$ cat src/rtl/config_pkg.sv
// Project-wide configuration shared by the UART datapath blocks.
package config_pkg;
    localparam int WORD_W = 32;
    typedef logic [WORD_W-1:0] word_t;
endpackage

$ cat src/rtl/uart_arb_pkg.sv
// Types and constants for the UART arbiter: FSM state encoding and header tag.
package uart_arb_pkg;
    import config_pkg::*;

    typedef enum logic [1:0] {
        IDLE  = 2'd0,
        HDR   = 2'd1,
        BURST = 2'd2
    } state_t;

    localparam word_t UART_ARB_HDR = 32'hA5A5_0000;
endpackage

$ cat src/rtl/uart_arb_rr_pick.sv
// Round-robin pick: first set request after 'last', wrapping modulo NUM_REQ.
module rr_pick
    import uart_arb_pkg::*;
#(
    parameter  int NUM_REQ = 2,
    localparam int GW      = $clog2(NUM_REQ)
) (
    input  logic [NUM_REQ-1:0] req,
    input  logic [GW-1:0]      last,
    output logic               valid,
    output logic [GW-1:0]      idx
);
    logic [31:0] cand;

    always_comb begin
        valid = |req;
        idx   = '0;
        cand  = '0;
        // Walk from farthest to nearest so the nearest set bit overwrites last.
        for (int k = NUM_REQ; k >= 1; k--) begin
            cand = (32'(last) + 32'(k)) % 32'(NUM_REQ);
            if (req[cand[GW-1:0]]) begin
                idx = cand[GW-1:0];
            end
        end
    end
endmodule

$ cat src/rtl/uart_arb.sv
// Round-robin arbiter multiplexing NUM_REQ fifos onto one UART in bursts.
// Optional per-grant header word enabled by defining UART_ARB_TAG_EN.
//
// state | meaning
// IDLE  | no owner; pick next requester round-robin
// HDR   | present header tag for the new owner (UART_ARB_TAG_EN only)
// BURST | forward owner's fifo words until BURST_LEN sent or fifo empties
module uart_arb
    import config_pkg::*;
    import uart_arb_pkg::*;
#(
    parameter  int NUM_REQ   = 2,
    parameter  int BURST_LEN = 4,
    localparam int GW        = $clog2(NUM_REQ)
) (
    input  logic                           clk_i,
    input  logic                           reset_i,
    input  logic [NUM_REQ-1:0]             req_i,
    input  logic [NUM_REQ-1:0][WORD_W-1:0] data_i,
    output logic [NUM_REQ-1:0]             pop_o,
    output logic [WORD_W-1:0]              d_out_o,
    output logic                           rts_o,
    input  logic                           next_i,
    output logic [GW-1:0]                  grant_o,
    output logic                           busy_o
);
    localparam logic [7:0] LAST_CNT = 8'(BURST_LEN - 1);

    state_t        state;
    logic [GW-1:0] last_grant;
    logic [7:0]    cnt;
    logic          pick_valid;
    logic [GW-1:0] pick_idx;
    logic          xfer;

    rr_pick #(.NUM_REQ(NUM_REQ)) u_pick (
        .req   (req_i),
        .last  (last_grant),
        .valid (pick_valid),
        .idx   (pick_idx)
    );

    // Outputs are forced quiet while reset is asserted so an aborted burst never pops.
    always_comb begin
        pop_o   = '0;
        rts_o   = 1'b0;
        d_out_o = '0;
        if (!reset_i) begin
            case (state)
                BURST: begin
                    rts_o           = req_i[grant_o];
                    d_out_o         = data_i[grant_o];
                    pop_o[grant_o]  = next_i & req_i[grant_o];
                end
`ifdef UART_ARB_TAG_EN
                HDR: begin
                    rts_o   = 1'b1;
                    d_out_o = UART_ARB_HDR | WORD_W'(grant_o);
                end
`endif
                default: ;
            endcase
        end
        busy_o = !reset_i && (state != IDLE);
        xfer   = rts_o & next_i;
    end

    always_ff @(posedge clk_i) begin
        if (reset_i) begin
            state      <= IDLE;
            grant_o    <= '0;
            cnt        <= '0;
            last_grant <= GW'(NUM_REQ - 1);
        end else begin
            case (state)
                IDLE: begin
                    if (pick_valid) begin
                        grant_o <= pick_idx;
                        cnt     <= '0;
`ifdef UART_ARB_TAG_EN
                        state   <= HDR;
`else
                        state   <= BURST;
`endif
                    end
                end
`ifdef UART_ARB_TAG_EN
                HDR: begin
                    if (xfer) begin
                        state <= BURST;
                    end
                end
`endif
                BURST: begin
                    if ((xfer && cnt == LAST_CNT) || !req_i[grant_o]) begin
                        state      <= IDLE;
                        last_grant <= grant_o;
                    end else if (xfer) begin
                        cnt <= cnt + 8'd1;
                    end
                end
                default: state <= IDLE;
            endcase
        end
    end
endmodule

$ cat config.mk
export PLATFORM = sky130hd
export DESIGN_NAME = uart_arb
export DESIGN_NICKNAME = d
export VERILOG_FILES = /design/src/rtl/config_pkg.sv /design/src/rtl/uart_arb_pkg.sv /design/src/rtl/uart_arb_rr_pick.sv /design/src/rtl/uart_arb.sv
export SDC_FILE = /design/constraint.sdc
export NUM_CORES = 1
export LEC_CHECK = 0
export ABC_AREA = 1
export CAP_MARGIN = 30
export CORE_ASPECT_RATIO = 1.4
export CORE_UTILIZATION = 32
export DETAILED_ROUTE_END_ITERATION = 10
export PLACE_DENSITY = 0.88
export SYNTH_ARGS = -nofsm -noshare
export SYNTH_HDL_FRONTEND = slang
export SYNTH_SLANG_ARGS = --single-unit
$ cat constraint.sdc
create_clock -name clk_i -period 2.35 [get_ports clk_i]
set_clock_uncertainty 0.15 [all_clocks]
set_input_delay 0.705 -clock clk_i [delete_from_list [all_inputs] [get_ports clk_i]]
set_output_delay 0.705 -clock clk_i [all_outputs]
set_load 0.03 [all_outputs]
== Word-level counts from Yosys, hierarchy flattened ==
Index checks and enable logic that the tools add are counted.

* Register bits: 12
* Output and inout bits: 37
* Word-level logic and storage cells: 59

* Multiplexer cells: 25
* Bitwise operators: 3
* $add $sub $neg: 3
* Order comparisons: 4
* Reductions and logical operators: 14
* Equality and inequality tests: 6

{| class="wikitable"
|+ Operators with widths
! cell !! count
|-
| 32-bit 2-to-1 mux || 4
|-
| 8-bit 2-to-1 mux || 3
|-
| 8-bit case mux with 2 select lines || 1
|-
| 1-bit 2-to-1 mux || 11
|-
| 8-bit by 1-bit adder with 8-bit output (second input constant) || 1
|-
| 8-bit by 2-bit equality test with 1-bit output (second input constant) || 1
|-
| 2-bit 2-to-1 mux || 4
|-
| 2-bit != test (second input constant) || 4
|-
| 1-bit by 2-bit less-than comparator with 1-bit output (second input constant) || 3
|-
| 2-bit AND reduction || 3
|-
| 2-bit case mux with 2 select lines || 1
|-
| 4-bit AND reduction || 1
|-
| 2-bit nonzero test || 2
|-
| 1-bit logical AND || 3
|-
| 1-bit adder (second input constant) || 2
|-
| 1-bit bitwise AND || 2
|-
| 2-bit bitwise AND || 1
|-
| 2-bit equality test (second input constant) || 1
|-
| 1-bit logical NOT || 2
|-
| 2-bit logical NOT || 1
|-
| 2-bit OR reduction || 1
|-
| 1-bit demux with 1-bit select || 1
|-
| 1-bit >= comparator (second input constant) || 1
|-
| 1-bit logical OR || 1
|}

== Depth between registers and ports, before layout ==
Gate-level depths: netlist of the first run.

* Depth in word-level cells: 9
* Gate-level depth with buffers: 11

== By module ==
From an unflattened synthesis of the first run, not the netlist that was laid out.

* Cell total of the unflattened synthesis: 221
* Area, all modules: 1189.9 um2

{| class="wikitable"
|+ Modules (own cells, without submodules)
! module !! instances !! area an instance (um2) !! cells an instance
|-
| uart_arb || 1 || 1174.9 || 218
|-
| rr_pick || 1 || 15.0 || 3
|}

== Least setup slack after synthesis of the first run ==
No wires, ideal clock.

* Kind: input to output
* Start: input port reset_i
* End: output port d_out_o[22]
* Arrival: 1599 ps
* Stages on the path: 5
* Path slack: -104 ps
* Path through: nor2_4 > buf_2 > buf_2 > nand3_1 > nand2_1

* Cells in the longest elaborated chain, start to end: 1

{| class="wikitable"
|+ RTL lines
! item !! RTL line !! RTL
|-
| start, declared || uart_arb.sv:17 || <nowiki>input logic reset_i,</nowiki>
|-
| 32-bit 2-to-1 mux || uart_arb.sv:48 || <nowiki>if (!reset_i) begin</nowiki>
|-
| end, declared || uart_arb.sv:21 || <nowiki>output logic [WORD_W-1:0] d_out_o,</nowiki>
|}

No other way between the ends.

== Final worst setup path of the first run ==
* Start: input port reset_i
* End: output port d_out_o[2]

The elaborated chain is that of the path after synthesis.

==> flow_summary.json, run 1 <==
{
  "path_cells": "buf_6 -> nor2_4 -> buf_6 -> buf_12 -> nand3_1 -> nand2_1 -> buf_6",
  "die_w_um": 54.50,
  "dpl.hpwl_um": 3532,
  "io_pins": 106,
  "holdWs_ns": 0.3281,
  "crit_path_end_kind": "primary output",
  "start_util_pct": 33.59,
  "synth_warnings": 0,
  "avgSynthCellArea_sq_um": 5.798,
  "grt_pass1_vias": 1691,
  "setup_ws_ns": -0.07159,
  "min_period_ns": 2.422,
  "synth_simple_gate_area_share_pct": 62.51,
  "via_count": 1981,
  "grt_first_pass_wirelength_um": 7182,
  "syn-instance-count": 213,
  "p_comb_share_pct": 53.8,
  "crit_slowest_cell": "nor2_4",
  "drt_pass1_iterations": 4,
  "drive_above_1_share_pct": 35.05,
  "ys_ff_latch": 11,
  "slowest_delay_ns": 0.16,
  "pwr_density_cell_mw_per_mm2": 317.3,
  "violations": "negative setup slack",
  "final_area_sq_mm": 0.002701,
  "worst-setup-path-type": "input pin to primary output",
  "syn2layout_area_growth_pct": 118.7,
  "root_buffer": "clkbuf_8",
  "placed_cells": 360,
  "drt-initial-drc-count": 63,
  "synth-compound-area-share_pct": 7.497,
  "die-area_sq_mm": 0.004115,
  "yosysSeqAreaShare_pct": 17.83,
  "cts.clk_slew.worst_paths_ns": 0.05,
  "via_per_inst": 5.311,
  "tightest_slew_ns": 0.3080,
  "grt_max_degree": 28,
  "syn_area_sq_mm": 0.001235,
  "wire_per_inst_um": 14.82,
  "design.core.area_sq_mm": 0.003676,
  "seqPwrFrac_pct": 23.0,
  "multi_input_area_sq_mm": 0.001007,
  "slew_violations": 0,
  "rsz0062_at_grt": "true",
  "final_hold_viol_count": 0,
  "p_switching_uw": 309.9,
  "cts_tree": "yes",
  "synth.distinct_cells": 22,
  "hold_path.class": "flip-flop to flip-flop",
  "synth_mux_area_share_pct": 0,
  "final.fill_count": 286,
  "wl_um": 5527,
  "drtAntennaViolNets": 0,
  "port-buffer-count": 105,
  "die_height_um": 75.51,
  "remaining_drc_errors": 0,
  "worstPathMaxFanout": 11,
  "num_antenna_cells": 0,
  "cp.arrival_ns": 1.57,
  "gr-usage-all-layers_pct": 23.31,
  "nets": 402,
  "swShare_pct": 36.15,
  "final_cells": 373,
  "finish.utilization_pct": 73.49,
  "antenna_found_initial": 0,
  "rows": 26,
  "internal_power_uw": 547.3,
  "status": "finished with violations",
  "cts_num_sinks": 11,
  "synthXorXnorAreaFrac_pct": 2.837,
  "fmax_mhz": 413.0,
  "place_ws_ns": -0.4156,
  "final_cell_mix": "nand3_1 (64), clkdlybuf4s50_1 (64), nand2_1 (36)",
  "syn-num-nets": 283,
  "relSlewSlack_pct": 79.25,
  "clk_latency_ns": 0.25,
  "clockBufferDepth": 2,
  "grt_overflow_total": 0,
  "power_leakage_uw": 0.001214,
  "timing.final.crit_share_pct": 103.0,
  "pwr-share-clk_pct": 23.1,
  "irDropWorstVdd_mv": 0.3521,
  "gp_congestion": 0.7958,
  "synth_fa_ha_area_share_pct": 1.013,
  "place_area_sq_mm": 0.002341,
  "cp.required_ns": 1.49,
  "regArea_sq_um": 220.2,
  "start_kind": "input pin",
  "cts_buffers": 3,
  "path_common_cell": "buf_6",
  "synth_top_family_by_area": "simple AND/OR/NAND/NOR gates",
  "setup_viol": 25,
  "cap_violations": 0,
  "cts_max_level": 1
}
## power by group through the flow
stage | clock network [uW] | registers [uW] | logic, uW
after CTS | 199 | 197 | 450
after global placement | 0 | 201 | 389
final | 198 | 197 | 461
after global routing | 205 | 198 | 491
after floorplan | 0 | 204 | 181
after detailed placement | 0 | 201 | 395
## area by class of cell
| type | instances | share of cell area (%) |
|---|---|---|
| repair buffers | 129 | 49.56 |
| multi-input cells | 177 | 37.29 |
| flip-flops and latches | 11 | 8.152 |
| well taps | 42 | 1.945 |
| clock buffers | 4 | 1.667 |
| inverters | 10 | 1.390 |
## per-stage QoR
step | TNS (ns) | total power, uW
after floorplan | -0.002989 | 385.6
after global placement | -13.94 | 590.1
after detailed placement | -15.15 | 595.9
after CTS | -1.157 | 845.8
after global routing | -3.139 | 894.0
final | -1.145 | 857.2
## synth_stat cells
library cell	instances	area, sq um
o211ai_1	1	7.510
ha_1	1	12.51
dfxtp_1	11	220.2
nand2_4	1	11.26
nor3_1	1	5.000
inv_1	7	26.28
nand2_1	51	191.4
buf_1	4	15.01
inv_2	3	11.26
nand2_8	1	20.02
nor2_4	2	22.52
nand3_2	1	10.01
a21oi_1	2	10.01
clkbuf_1	4	15.01
a21oi_2	8	70.07
nor2_1	16	60.06
nand3_1	74	370.4
o21ai_0	1	5.000
nand2_2	10	62.56
xor2_1	4	35.03
buf_2	7	35.03
nand4_1	3	18.77
## metal layers
metal  track usage [%]  share of wire [%]  up-vias
met5                 0                  0        -
met2             47.43                 56       80
met1             22.04                 34      943
met3             4.192                8.7        9
li1                  -                  -      949
met4             7.692                1.3        0
## repair_timing
action / 4_1_cts / 5_1_grt
endpoints found under the hold margin: 0 / 0
gates resized for setup: 40 / 14
pin swaps: 9 / 10
cloned: 3 / 1
hold buffers: 0 / 0
buffers inserted: 5 / 1
endpoints found under the setup margin: 36 / 35
## critical path, delay by kind of cell
family | cells | cell delay (ns)
and+or+nand+nor | 3 | 0.34
buffers and inverters | 4 | 0.53
## cell families after synthesis
family | count (synthesis)
xor+xnor | 4
fa+ha+maj | 1
simple gates | 160
buf+inv | 25
compound gates | 12
flops | 11
## final timing paths
| path | start | end | slack, ns | cells after the start |
|---|---|---|---|---|
| min reg2reg | last_grant | last_grant | 0.33 | 2 |
| max reg2reg | state[1] | cnt[1] | 0.28 | 11 |
| min | last_grant | last_grant | 0.33 | 2 |
| max | reset_i | d_out_o[2] | -0.07 | 7 |
## registers in the layout, summed over array words and instances, names as in the netlist
signal and count:
cnt 8, grant_o 1, last_grant 1, state 1
Power figures use the tool's default switching activity.
==> run 2, diff against run 1 <==
--- a/config.mk
+++ b/config.mk
@@ -11,6 +11,8 @@
 export CORE_UTILIZATION = 32
 export DETAILED_ROUTE_END_ITERATION = 10
 export PLACE_DENSITY = 0.88
+export SETUP_SLACK_MARGIN = 0.3
 export SYNTH_ARGS = -nofsm -noshare
 export SYNTH_HDL_FRONTEND = slang
 export SYNTH_SLANG_ARGS = --single-unit
+export TNS_END_PERCENT = 5
==> run 2 against run 1 <==
Compared with the run above: the flow still finishes with violations (negative setup slack); sequential share of layout area is 0.96 points lower; largest cell class unchanged; global-route usage is 8.9 points higher; flip-flop and latch count stayed put; critical path depth is 1 higher; power is 9.3% higher; clock power hardly changed; sequential power hardly changed; cell count is 0.54% higher; count of clock-buffer cells in the layout stayed put; first-iteration DRC count is 27% higher.
==> flow_summary.json, run 2 (synthesized netlist as in run 1, its figures left out) <==
{
  "status": "finished with violations",
  "violations": "negative setup slack",
  "drt-initial-drc-count": 80,
  "rows": 26,
  "pwr_density_cell_mw_per_mm2": 306.0,
  "place_area_sq_mm": 0.002514,
  "drive_above_1_share_pct": 48.05,
  "start_kind": "input pin",
  "antenna_found_initial": 0,
  "drt_pass1_iterations": 4,
  "fmax_mhz": 381.6,
  "final_cells": 375,
  "hold_path.class": "flip-flop to flip-flop",
  "cts_max_level": 1,
  "slew_violations": 0,
  "dpl.hpwl_um": 3954,
  "timing.final.crit_share_pct": 111.5,
  "cts_num_sinks": 11,
  "num_antenna_cells": 0,
  "irDropWorstVdd_mv": 0.4589,
  "via_count": 2076,
  "regArea_sq_um": 220.2,
  "final.fill_count": 192,
  "final_hold_viol_count": 0,
  "placed_cells": 359,
  "slowest_delay_ns": 0.18,
  "grt_first_pass_wirelength_um": 9466,
  "grt_max_degree": 28,
  "gr-usage-all-layers_pct": 32.18,
  "tightest_slew_ns": 0.3584,
  "cts.clk_slew.worst_paths_ns": 0.05,
  "rsz0062_at_grt": "true",
  "cts_buffers": 3,
  "crit_slowest_cell": "nand3_1",
  "die_height_um": 75.51,
  "port-buffer-count": 105,
  "tns_ns": -4.900,
  "setup_viol": 33,
  "cts_hold_buf": 0,
  "die_w_um": 54.50,
  "gp_congestion": 0.8503,
  "multi_input_area_sq_mm": 0.001232,
  "final_area_sq_mm": 0.003062,
  "final_common_cell": "clkdlybuf4s50_1",
  "io_pins": 106,
  "syn2layout_area_growth_pct": 147.9,
  "wl_um": 7102,
  "path_cells": "buf_8 -> nor2_4 -> buf_12 -> buf_4 -> buf_12 -> nand3_1 -> nand2_2 -> buf_6",
  "path_common_cell": "buf_12",
  "power_leakage_uw": 0.001268,
  "wire_per_inst_um": 18.94,
  "min_period_ns": 2.620,
  "nets": 404,
  "worst-setup-path-type": "input pin to primary output",
  "worstPathMaxFanout": 10,
  "setup_ws_ns": -0.2705,
  "design.core.area_sq_mm": 0.003676,
  "root_buffer": "clkbuf_8",
  "via_per_inst": 5.536,
  "die-area_sq_mm": 0.004115,
  "start_util_pct": 33.59,
  "grt_pass1_vias": 2018,
  "regMostFlops": "cnt",
  "cap_violations": 0,
  "largest_reg_flops": 8,
  "relSlewSlack_pct": 76.08,
  "clockBufferDepth": 2,
  "final_cell_mix": "clkdlybuf4s50_1 (64), nand3_1 (43), nand2_2 (34), buf_6 (34), nand3_2 (30)",
  "crit_path_end_kind": "primary output",
  "drtAntennaViolNets": 0,
  "cp.arrival_ns": 1.77,
  "remaining_drc_errors": 0,
  "cts_tree": "yes",
  "grt_overflow_total": 0,
  "cp.required_ns": 1.49,
  "clk_latency_ns": 0.24
}
run 2: final cells by class:
| type | count | share of cell area (%) |
|---|---|---|
| repair buffers | 131 | 48.06 |
| multi-input cells | 177 | 40.25 |
| flip-flops and latches | 11 | 7.192 |
| well taps | 42 | 1.716 |
| clock buffers | 4 | 1.471 |
| inverters | 10 | 1.308 |
run 2: worst paths after layout:
kind                                 start          end  slack [ns]  cells after the start
worst max-delay path               reset_i  d_out_o[19]       -0.27                      8
worst min-delay path            last_grant   last_grant        0.35                      2
worst max register to register    state[1]       cnt[1]        0.30                     14
worst min register to register  last_grant   last_grant        0.35                      2
run 2: timing repair:
action                                  CTS  global route
endpoints found under the hold margin     0             0
resized for setup                        60            17
cloned                                    5             0
endpoints found under the setup margin   46            45
setup buffers                             6             1
pin swaps                                13            14
run 2: through the flow:
stage                     util, %  power (uW)  hold slack, ns  setup slack [ns]
final                       83.29       937.0          0.3475           -0.2705
after global routing        83.29       974.6          0.3723           -0.3265
after CTS                   81.01       905.0          0.3530           -0.2416
after detailed placement    68.38       620.8          0.3426           -0.4397
after global placement      68.38       616.1          0.3306           -0.4176
after floorplan                 -       417.7          0.2959            0.1547
run 2: worst max-delay path, delay by kind of cell:
kind | cells | cell delay (ns)
buf+inv | 5 | 0.63
simple gates | 3 | 0.43
run 2: per-layer routing:
layer | wire [um] | GRT usage [%] | vias up | share of wire [%]
met2 | 3708 | 60.57 | 119 | 52
met1 | 2305 | 30.12 | 970 | 32
met3 | 709 | 7.984 | 31 | 10
met5 | 0 | 0 | - | 0
met4 | 379 | 18.52 | 0 | 5.3
li1 | - | - | 956 | -
run 2: where the power goes:
part / internal, uW / switching, uW
sequential: 193 / 7.25
combinational: 271 / 269
clock: 120 / 77.3
total: 584 / 353
